==> src/rtl/pc_next_unit.sv <==
// pc_next_unit: next-PC sequencer with return-address stack and RUN/HALT control
module pc_next_unit #(
  parameter int unsigned PC_INC      = 2,
  parameter int unsigned STACK_DEPTH = 4
) (
  input  logic        clk,
  input  logic        rst_n,
  input  logic [15:0] pc_in_i,
  input  logic [2:0]  pc_top_i,
  input  logic [12:0] imm_i,
  input  logic        step_i,
  input  logic        stall_i,
  input  logic        branch_i,
  input  logic        cond_i,
  input  logic        jump_i,
  input  logic        call_i,
  input  logic        ret_i,
  input  logic        halt_i,
  input  logic        resume_i,
  output logic [15:0] next_pc_o,
  output logic        pc_write_o,
  output logic [3:0]  depth_o,
  output logic        stack_full_o,
  output logic        stack_empty_o,
  output logic        stack_err_o
);
  localparam int unsigned AW = (STACK_DEPTH > 1) ? $clog2(STACK_DEPTH) : 1;
  typedef enum logic {RUN, HALT} state_e;
  state_e      state_q, state_d;
  logic [15:0] next_pc_q, next_pc_d;
  logic        pc_write_q, pc_write_d;
  logic [3:0]  depth_q, depth_d;
  logic        err_q, err_d;
  logic [15:0] stack_q [STACK_DEPTH];
  logic        accept, full, empty, do_ret, do_call, push, pop;
  logic [15:0] seq_pc, br_pc, abs_pc, top_entry;
  logic [AW-1:0] widx, ridx;
  assign full      = depth_q == 4'(STACK_DEPTH);
  assign empty     = depth_q == 4'd0;
  assign widx      = AW'(depth_q);
  assign ridx      = AW'(depth_q - 4'd1);
  assign seq_pc    = pc_in_i + 16'(PC_INC);
  assign br_pc     = pc_in_i + {{3{imm_i[12]}}, imm_i};
  assign abs_pc    = {pc_top_i, imm_i};
  assign top_entry = stack_q[ridx];
  // Command acceptance, priority decode and stack bookkeeping; Ret masks Call
  always_comb begin
    accept     = (state_q == RUN) && !stall_i && !halt_i && step_i;
    do_ret     = accept && ret_i;
    do_call    = accept && call_i && !ret_i;
    push       = do_call && !full;
    pop        = do_ret && !empty;
    pc_write_d = accept;
    next_pc_d  = !accept ? next_pc_q :
                 ret_i ? (empty ? seq_pc : top_entry) :
                 (call_i || jump_i) ? abs_pc :
                 (branch_i && cond_i) ? br_pc : seq_pc;
    depth_d    = push ? depth_q + 4'd1 : pop ? depth_q - 4'd1 : depth_q;
    err_d      = err_q || (do_ret && empty) || (do_call && full);
  end
  // RUN/HALT transitions; a stalled cycle holds the state, Halt beats Resume
  always_comb begin
    state_d = state_q;
    if (!stall_i) begin
      if (state_q == RUN)
        state_d = halt_i ? HALT : RUN;
      else
        state_d = (resume_i && !halt_i) ? RUN : HALT;
    end
  end
  // State register
  always_ff @(posedge clk or negedge rst_n) begin
    if (!rst_n) state_q <= RUN;
    else        state_q <= state_d;
  end
  // Registered outputs toward the PC register plus stack occupancy and error flag
  always_ff @(posedge clk or negedge rst_n) begin
    if (!rst_n) begin
      next_pc_q  <= '0;
      pc_write_q <= 1'b0;
      depth_q    <= '0;
      err_q      <= 1'b0;
    end else begin
      next_pc_q  <= next_pc_d;
      pc_write_q <= pc_write_d;
      depth_q    <= depth_d;
      err_q      <= err_d;
    end
  end
  // Return-address storage; pushed entry is the address after the call
  always_ff @(posedge clk or negedge rst_n) begin
    if (!rst_n) begin
      for (int i = 0; i < STACK_DEPTH; i++) stack_q[i] <= '0;
    end else if (push) begin
      stack_q[widx] <= seq_pc;
    end
  end
  assign next_pc_o     = next_pc_q;
  assign pc_write_o    = pc_write_q;
  assign depth_o       = depth_q;
  assign stack_full_o  = full;
  assign stack_empty_o = empty;
  assign stack_err_o   = err_q;
endmodule
==> config.mk <==
export PLATFORM = sky130hd
export DESIGN_NAME = pc_next_unit
export DESIGN_NICKNAME = d
export VERILOG_FILES = /design/src/rtl/pc_next_unit.sv
export SDC_FILE = /design/constraint.sdc
export NUM_CORES = 1
export LEC_CHECK = 0
export CAP_MARGIN = 15
export CORE_MARGIN = 2
export CORE_UTILIZATION = 35
export CTS_CLUSTER_DIAMETER = 120
export DETAILED_ROUTE_END_ITERATION = 8
export PLACE_DENSITY = 0.67
export SYNTH_ARGS = -nofsm -noshare
export SYNTH_HDL_FRONTEND = slang
export SYNTH_SLANG_ARGS = --single-unit
==> constraint.sdc <==
create_clock -name clk -period 6.1 [get_ports clk]
set_clock_uncertainty 0.05 [all_clocks]
set_input_delay 1.22 -clock clk [delete_from_list [all_inputs] [get_ports clk]]
set_output_delay 1.22 -clock clk [all_outputs]
set_load 0.05 [all_outputs]
==> flow_summary.toml <==
[synthesis]
syn_inst = 547
synth.yosys.seq_area_share_pct = 42.9
syn_avg_cell_area_um2 = 9.28
synth_top_area_cell = "dfrtp_1"
synth-seq-cells = 87
syn-num-nets = 611
synth_top_area_share_pct = 42.9
synth-main-ff-cell = "dfrtp_1"
async_flop_share_pct = 100
yosys-top-cells-count = "nand2_1, dfrtp_1, o21ai_0"
synth-edff-count = 0
synthTopCellsByArea = "dfrtp_1, o21ai_0, nand2_1"
yosysMostFrequentCell = "nand2_1"
synth_area_mm2 = 0.00508
synth.yosys.warnings = 0
synth_cell_types = 59

[clock_network]
cts_tree = "built"
cts_sinks = 87
cts_buffer_depth = 2
cts_resized = 0
cts-root-buf = "clkbuf_16"
cts_buffers = 9
cts.clk_slew.worst_paths_ns = 0.06
post-cts-setup-buffer-count = 0
cts_max_level = 3
holdBufCountCts = 0
worstSkewPairLatency_ns = 0.33

[timing]
period_minus_slack_ns = 4.23
max_freq_mhz = 237
setup_viol = 0
tightest_slew_ns = 1.01
slew_violations = 0
fin_tns_setup_ns = 0
slew_headroom_pct = 32.5
final-hold-violation-count = 0
rsz0062_at_grt = "false"
layout_setup_ws_ns = 1.87
worst_hold_slack_ns = 0.426
period_share_pct = 69.3

[die]
initial_core_util_pct = 35.3
coreArea_mm2 = 0.0144
die_height_um = 124
rows = 44
pin_count = 67
die_area_mm2 = 0.0155
chipWidth_um = 124

[critical_path]
endpoint_kind = "output pin"
r2r_start = "state_q"
required_ns = 4.83
critPathLaunch = "depth_o[1]"
cp_max_fo = 23
worstPathArrival_ns = 2.96
start_kind = "flop"
worst-setup-path-type = "reg -> out"

[place]
place_congestion = 0.902
dp_cells = 772
portBuffers = 66
placed_area_mm2 = 0.00589
pre_cts_ws_ns = 1.91
hpwl_um = 9950

[detailed_routing]
first_pass_iters = 5
drt_wl_total_um = 13900
num_vias = 4385
wl_per_cell_um = 17.7
ant_nets = 0
drc = 0
viasPerCell = 5.56
drt_iter0_drc = 416

[final_layout]
nets = 664
final_cells = 789
layout-drive-gt1-share_pct = 8.76
diodes = 0
final_util_pct = 43.3
stdcell_area_mm2 = 0.00622
n_fill_cell = 1356
areaGrowthSynthToFinish_pct = 22.5

[global_routing]
grt_pass1_wl_um = 22900
grt_max_degree = 88
overflow = 0
grt_use_total_pct = 18.3
first_global_vias = 4393
antenna_found_initial = 0

[power_and_ir_drop]
power.density_mw_per_mm2 = 357
leakage_nw = 2.66
power_mw = 2.22
ir_drop_mv = 0.202

[min_path]
holdCritStartpoint = "stack_q[58]"
holdCritPathClass = "reg -> reg"

[outcome]
status = "finished clean"

[run]
drv_cap = 0
[routing by layer]
layer	track usage, %	vias up	wire (um)
met1	24.5	2148	6260
met3	3.57	17	708
met4	5.02	0	228
li1	-	2071	-
met2	30.3	149	6750
met5	0	-	0
[critical path, stage by stage (launching register included)]
cell,delay (ns)
dfrtp_1,0.47
inv_1,0.14
ha_1,0.22
or3b_1,0.35
buf_4,0.21
inv_1,0.34
clkdlybuf4s50_1,0.88
[final timing paths]
path                       cells past startpoint  slack, ns            end
hold / removal                                 2       0.43    stack_q[58]
setup / recovery                               6       1.87  stack_empty_o
hold reg to reg                                2       0.43    stack_q[58]
setup reg to reg                               8       3.35     stack_q[2]
min in group asynchronous                      1       0.71     stack_q[1]
max in group asynchronous                      2       4.68    stack_q[43]
[cells in the final DEF (no fill, tap or decap), types with 2 or more instances in the layout]
| cell | n |
|---|---|
| a21o_1 | 9 |
| xnor2_1 | 15 |
| xor2_1 | 13 |
| o22ai_1 | 3 |
| nand4_1 | 5 |
| clkinv_4 | 2 |
| or3_1 | 4 |
| nand2_1 | 99 |
| mux4_2 | 16 |
| clkinv_2 | 2 |
| a21oi_1 | 31 |
| inv_1 | 8 |
| o21ai_1 | 2 |
| o31ai_1 | 2 |
| nor3_1 | 6 |
| a31oi_1 | 4 |
| o21ai_0 | 81 |
| clkbuf_16 | 9 |
| and3_1 | 4 |
| o21a_1 | 3 |
| buf_4 | 7 |
| o22a_1 | 2 |
| a211oi_1 | 3 |
| nand3_1 | 11 |
| clkdlybuf4s50_1 | 65 |
| ha_1 | 20 |
| nor2b_1 | 3 |
| o211ai_1 | 6 |
| and2_1 | 2 |
| nand3b_1 | 2 |
| a311oi_2 | 2 |
| mux2_2 | 7 |
| nor2_1 | 38 |
| dfrtp_1 | 87 |
| a221o_1 | 2 |
[power breakdown]
part	switching, mW	leakage [nW]	internal, mW
Combinational	0.519	1.36	0.351
Clock	0.223	0.149	0.329
Sequential	0.0908	1.16	0.707
Total	0.833	2.66	1.39
[kinds of logic (layout without fill, tap and decap cells)]
logic type / count (synthesis) / in the layout / share of synthesized area (%)
fa+ha+maj: 21 / 21 / 5.32
mux: 24 / 24 / 8.87
compound gates: 165 / 165 / 19.5
buf+inv: 39 / 97 / 2.93
flops: 87 / 87 / 42.9
xor+xnor: 28 / 28 / 4.83
simple gates: 183 / 183 / 15.7
[flip-flops by register name, summed over array words and instances (netlist names)]
name / flops
stack_q: 64
pc_write_o: 1
depth_o: 4
stack_err_o: 1
state_q: 1
next_pc_o: 16
[layout make-up]
| class | count | area [um^2] | area share (%) |
|---|---|---|---|
| well taps | 184 | 230 | 3.70 |
| inverters | 8 | 30.0 | 0.483 |
| clock buffers | 11 | 243 | 3.90 |
| repair buffers | 73 | 731 | 11.7 |
| multi-input cells | 421 | 2750 | 44.2 |
| flip-flops and latches | 87 | 2180 | 35.0 |
| clock inverters | 5 | 57.6 | 0.925 |
Power figures use the tool's default switching activity.
==> edit 1, RTL diff (same settings) <==
The parameter `STACK_DEPTH` goes from 4 to 8.
--- a/src/rtl/pc_next_unit.sv
+++ b/src/rtl/pc_next_unit.sv
@@ -2,5 +2,5 @@
 module pc_next_unit #(
   parameter int unsigned PC_INC      = 2,
-  parameter int unsigned STACK_DEPTH = 4
+  parameter int unsigned STACK_DEPTH = 8
 ) (
   input  logic        clk,
Check against the original RTL: not equivalent (a bounded check fails within 10 cycles, from zero or initial values and one cycle with rst_n low).
==> edit 1 against the original RTL <==
Setup slack got worse by 560 ps. Global-route usage about the same. Routed wire length increased by 51%. Final area increased by 53%. Sequential cell count increased by 64. Synthesized area increased by 57%. Core utilization decreased by 1.1 points. Total power increased by 76%. Largest cell class unchanged.
==> edit 1: results (changes against the original RTL) <==
- CTS Buf Count: 17 (was 9)
- Layout cells sized above 1: 0.116 (was 0.0876)
- Peak VDD IR: 0.228 mV (was 0.202 mV)
- Ys Warns: 0 (unchanged)
- Htree depth: 4 (was 3)
- Hold_ws: 425 ps (was 426 ps)
- Leakage: 4.15 nW (was 2.66 nW)
- Crit-path slowest cell: clkdlybuf4s50_1 (unchanged)
- Post-synthesis async set-or-reset flop share: 1.00 (unchanged)
- Outcome: finished clean (unchanged)
- Skew-Pair Late Insertion Delay: 430 ps (was 330 ps)
- Crit path arrival time: 3510 ps (was 2960 ps)
- Reg2Reg Depth: 9 (was 8)
- Worst-Margin Slew: 1120 ps (was 1010 ps)
- CP max FO: 23 (unchanged)
- Vias per cell: 5.41 (was 5.56)
- Cell Area, Placed: 0.00886 mm^2 (was 0.00589 mm^2)
- Reg2Reg Setup Slack: 3000 ps (was 3350 ps)
- Post-DP HPWL: 14400 um (was 9950 um)
- Synth cell count leaders: dfrtp_1 (151), nand2_1 (129), o21ai_0 (99) (was nand2_1 (99), dfrtp_1 (87), o21ai_0 (81))
- Final wirelength: 21100 um (was 13900 um)
- First-pass GRT wire length: 34000 um (was 22900 um)
- DP Cell Count: 1111 (was 772)
- GPL Wtd Cong: 0.943 (was 0.902)
- Largest register FFs: 128 (was 64)
- Most area-consuming cells after synthesis: dfrtp_1 (47%), mux4_2 (9.0%), o21ai_0 (6.2%) (was dfrtp_1 (43%), o21ai_0 (8.0%), nand2_1 (7.3%))
- Final #Nets: 909 (was 664)
- Mapped Avg Cell Area: 9.94 um^2 (was 9.28 um^2)
- WHS Path Cells: 2 (unchanged)
- Worst r2r src: depth_o[1]$_DFFE_PN0P_ (was state_q$_DFFE_PN0N_)
- RR Endpoint: stack_q[48]$_DFFE_PN0P_ (was stack_q[2]$_DFFE_PN0P_)
- Largest net degree at the start of global routing: 105 (was 88)
- GRT Total Usage: 0.183 (about the same)
- DRT iter0 DRCs: 533 (was 416)
- Net Count, Synth: 864 (was 611)
- Seq/Total Area, Yosys: 0.474 (was 0.429)
- Post-synth cell types: 51 (was 59)
- Hold Crit Start: stack_q[46]$_DFFE_PN0P_ (was stack_q[58]$_DFFE_PN0P_)
- Slack of the critical path: 1320 ps (was 1870 ps)
- Hold Path End: stack_q[46]$_DFFE_PN0P_ (was stack_q[58]$_DFFE_PN0P_)
- CP max stage delay: 940 ps (was 880 ps)
- Place WS: 1660 ps (was 1910 ps)
- Fillers: 2110 (was 1356)
- Initial antenna violation count: 0 (unchanged)
- Post_cts resized: 0 (unchanged)
- Routed len/inst: 18.4 um (was 17.7 um)
- Port Buffers: 66 (unchanged)
- Critical path class: reg -> out (unchanged)
-- edit 1: cell count changes in the layout (fill, tap and decap cells not counted), sizes merged, moves of 8 or more --
cell and delta:
a21oi +32, a31oi +8, dfrtp +64, mux2 +8
mux2i +16, mux4 +16, nand2 +30, nor2 +36
o21ai +16
-- edit 1: final cells by class --
class                      count  area, um^2  share of cell area
inverter                      11        41.3             0.00435
sequential                   151        3780               0.398
tap                          285         357              0.0376
clock inverter                13         181              0.0191
timing repair buffer          80         774              0.0816
multi-input combinational    586        3930               0.414
clock buffer                  18         429              0.0452
-- edit 1: worst min-delay path, stage by stage, from the launching register on --
cell and delay [ps]:
dfrtp_1 340, nand2_1 40, o21ai_0 60
-- edit 1: cells by family (layout without fill, tap and decap cells) --
group                    count (synthesis)  after routing  share of synthesized area
AND/OR/NAND/NOR                        258            258                      0.141
AO/OA/AOI/OAI                          215            215                      0.152
flip-flops                             151            151                      0.474
buffers and inverters                   65            122                     0.0349
multiplexers                            64             64                      0.134
XOR/XNOR                                30             30                     0.0330
adder cells (fa/ha/maj)                 19             19                     0.0308
-- edit 1: routing by layer --
layer  up-vias  global-route usage  part of all wire  routed length (um)
met2       164               0.302              0.49               10300
met1      3046               0.242              0.45                9400
li1       2951                   -                 -                   -
met5         -                   0                 0                   0
met4         0              0.0538             0.022                 469
met3        33              0.0404             0.042                 885
-- edit 1: power by group --
part           switching [mW]  leakage [nW]  total (mW)  internal (mW)
combinational           0.883          1.85        1.46          0.580
clock                   0.416         0.284        1.10          0.679
sequential              0.142          2.02        1.35           1.20
total                    1.44          4.15        3.91           2.46
==> edit 2, RTL diff (config.mk and constraints unchanged) <==
Made on the original files. Make the reset (`rst_n`) synchronous in 3 clocked blocks.
--- a/src/rtl/pc_next_unit.sv
+++ b/src/rtl/pc_next_unit.sv
@@ -70,10 +70,10 @@
   end
   // State register
-  always_ff @(posedge clk or negedge rst_n) begin
+  always_ff @(posedge clk) begin
     if (!rst_n) state_q <= RUN;
     else        state_q <= state_d;
   end
   // Registered outputs toward the PC register plus stack occupancy and error flag
-  always_ff @(posedge clk or negedge rst_n) begin
+  always_ff @(posedge clk) begin
     if (!rst_n) begin
       next_pc_q  <= '0;
@@ -89,5 +89,5 @@
   end
   // Return-address storage; pushed entry is the address after the call
-  always_ff @(posedge clk or negedge rst_n) begin
+  always_ff @(posedge clk) begin
     if (!rst_n) begin
       for (int i = 0; i < STACK_DEPTH; i++) stack_q[i] <= '0;
Formal check against the unedited RTL: differs if rst_n is asserted again (counterexample within 4 cycles, from zero or initial values and one cycle with rst_n low); with rst_n held inactive, the same outputs for 10 cycles.
==> edit 2 against the original RTL <==
Final area grew 2.4%. Final cell count shrank 2.5%. Maximum frequency shrank 6.5%. Synthesized area grew 4.4%. Sequential cell count is the same. Count of clock-buffer cells in the layout is the same. Routed wire length grew 7.8%. Non-clock buffer count shrank 2. Register-to-register slack lost 830 ps. Setup slack lost 290 ps. Critical endpoint unchanged. Highest routed layer unchanged.
Power is not compared: it rests on default switching activity, and its combinational part moved more than twofold at a synthesized area within 25%.
==> edit 2: results (changes against the original RTL) <==
- Met1 Use GR: 0.256 (was 0.245)
- Synth cell count leaders: nor2_1 (77), edfxtp_1 (64), nand2_1 (48) (was nand2_1 (99), dfrtp_1 (87), o21ai_0 (81))
- Most area-consuming cells after synthesis: edfxtp_1 (36%), dfxtp_1 (8.7%), mux4_2 (6.8%) (was dfrtp_1 (43%), o21ai_0 (8.0%), nand2_1 (7.3%))
- Final #Nets: 642 (was 664)
- Fillers: 1384 (was 1356)
- Grt met2 use: 0.304 (was 0.303)
- Clock Path Buffers: 2 (unchanged)
- CP max FO: 30 (was 23)
- Hold Crit Start: next_pc_o[0]$_SDFFE_PN0N_ (was stack_q[58]$_DFFE_PN0P_)
- Post_cts resized: 0 (unchanged)
- Register with the most flip-flops: stack_q (unchanged)
- Skew-Pair Late Insertion Delay: 340 ps
- Setup-failing EPs final: 0 (unchanged)
- Post-DP HPWL: 11000 um (was 9950 um)
- GPL Wtd Cong: 0.929 (was 0.902)
- Vias per cell: 5.82 (was 5.56)
- Hold Path Class: reg -> reg (unchanged)
- Post-synthesis compound-gate area fraction: 0.157 (was 0.195)
- Seq/Total Area, Yosys: 0.449 (was 0.429)
- WHS Path Cells: 2 (unchanged)
- CTS Buf Count: 9 (unchanged)
- Largest net degree at the start of global routing: 32 (was 88)
- Reg2Reg Setup Slack: 2520 ps (was 3350 ps)
- Hold Path End: next_pc_o[0]$_SDFFE_PN0N_ (was stack_q[58]$_DFFE_PN0P_)
- Largest register FFs: 64 (unchanged)
- Peak VDD IR: 0.142 mV
- Reg2Reg Depth: 7 (was 8)
- Fraction of the mapped netlist area in adder cells: 0.0462 (was 0.0532)
- Ys Warns: 0 (unchanged)
- Net Count, Synth: 591 (was 611)
- CTS root buf: clkbuf_16 (unchanged)
- Final wirelength: 15000 um (was 13900 um)
- Post-synth EDFFs: 64 (was 0)
- Post-synthesis async set-or-reset flop share: 0 (was 1.00)
- Top-area cell type share of the netlist area: 0.362 (was 0.429)
- Worst r2r src: depth_o[1]$_SDFFE_PN0P_ (was state_q$_DFFE_PN0N_)
- Layout cells sized above 1: 0.0906 (was 0.0876)
- Synth Flop Type: edfxtp_1 (was dfrtp_1)
- Outcome: finished clean (unchanged)
- RR Endpoint: stack_q[0][14]$_SDFFCE_PN0P_ (was stack_q[2]$_DFFE_PN0P_)
- DRT iter0 DRCs: 483 (was 416)
- GRT Total Usage: 0.187 (was 0.183)
- Worst-Margin Slew: 888 ps (was 1010 ps)
- XOR/XNOR Fraction of Synth Area: 0.0363 (was 0.0483)
- Vias in the first global route: 4363 (was 4393)
- First-pass GRT wire length: 23400 um (was 22900 um)
- Post-synth cell types: 62 (was 59)
- Htree depth: 3 (unchanged)
- Worst-path clk slew: 60 ps (about the same)
- Multiplexer area fraction after synthesis: 0.0736 (was 0.0887)
- Crit path arrival time: 3250 ps (was 2960 ps)
- Grt met3 use: 0.0406 (was 0.0357)
edit 2: final cells by class:
type / count / share of cell area
Clock inverter: 5 / 0.00766
Sequential cell: 87 / 0.374
Multi-Input combinational cell: 399 / 0.429
Clock buffer: 11 / 0.0365
Tap cell: 184 / 0.0362
Timing Repair Buffer: 71 / 0.110
Inverter: 12 / 0.00707
edit 2: layer usage:
layer  share of wire  wire (um)
met3           0.069       1040
met4           0.021        311
met1            0.44       6600
met2            0.47       7090
met5               0          0
edit 2: kinds of logic (layout without fill, tap and decap cells):
family                     after synthesis  after routing
and+or+nand+nor                        212            212
AOI/OAI and AO/OA                      127            127
DFF                                     87             87
buffers and inverters                   43             99
xor gates and xnor gates                22             22
adders and majority gates               19             19
muxes                                   19             19
edit 2: power groups by stage:
stage	Clock (mW)	Combinational, mW	Sequential (mW)
2_1_floorplan	0	0.135	0.693
3_3_place_gp	0	0.242	0.676
3_5_place_dp	0	0.246	0.677
4_1_cts	0.539	0.248	0.665
5_1_grt	0.564	0.270	0.667
6_report	0.534	0.250	0.665
edit 2: how the worst max path moves through the flow:
stage | from | end | slack [ps] | cells after the start
2_1_floorplan | depth_o[0]$_SDFFE_PN0P_ | stack_q[1][0]$_SDFFCE_PN0P_ | 2190 | 11
3_3_place_gp | stall_i | stack_q[0][14]$_SDFFCE_PN0P_ | 1410 | 6
3_5_place_dp | stall_i | stack_q[0][14]$_SDFFCE_PN0P_ | 1280 | 6
4_1_cts | depth_o[1]$_SDFFE_PN0P_ | stack_empty_o | 1610 | 5
5_1_grt | stall_i | stack_q[1][12]$_SDFFCE_PN0P_ | 1430 | 6
6_report | depth_o[1]$_SDFFE_PN0P_ | stack_empty_o | 1580 | 5
edit 2: stage by stage:
stage	total power, mW	hold WS, ps	area [um^2]	cells	setup slack (ps)
2_1_floorplan	0.828	425	5300	529	2190
3_3_place_gp	0.918	399	6090	753	1410
3_5_place_dp	0.924	422	6090	753	1280
4_1_cts	1.45	436	6370	769	1610
5_1_grt	1.50	463	6370	769	1430
6_report	1.45	430	6370	769	1580
edit 2: critical path, cell delays in order (launching register included):
cell and delay (ps):
dfxtp_1 440, inv_1 270, ha_1 250, or3b_2 720, inv_1 350, clkdlybuf4s50_1 880
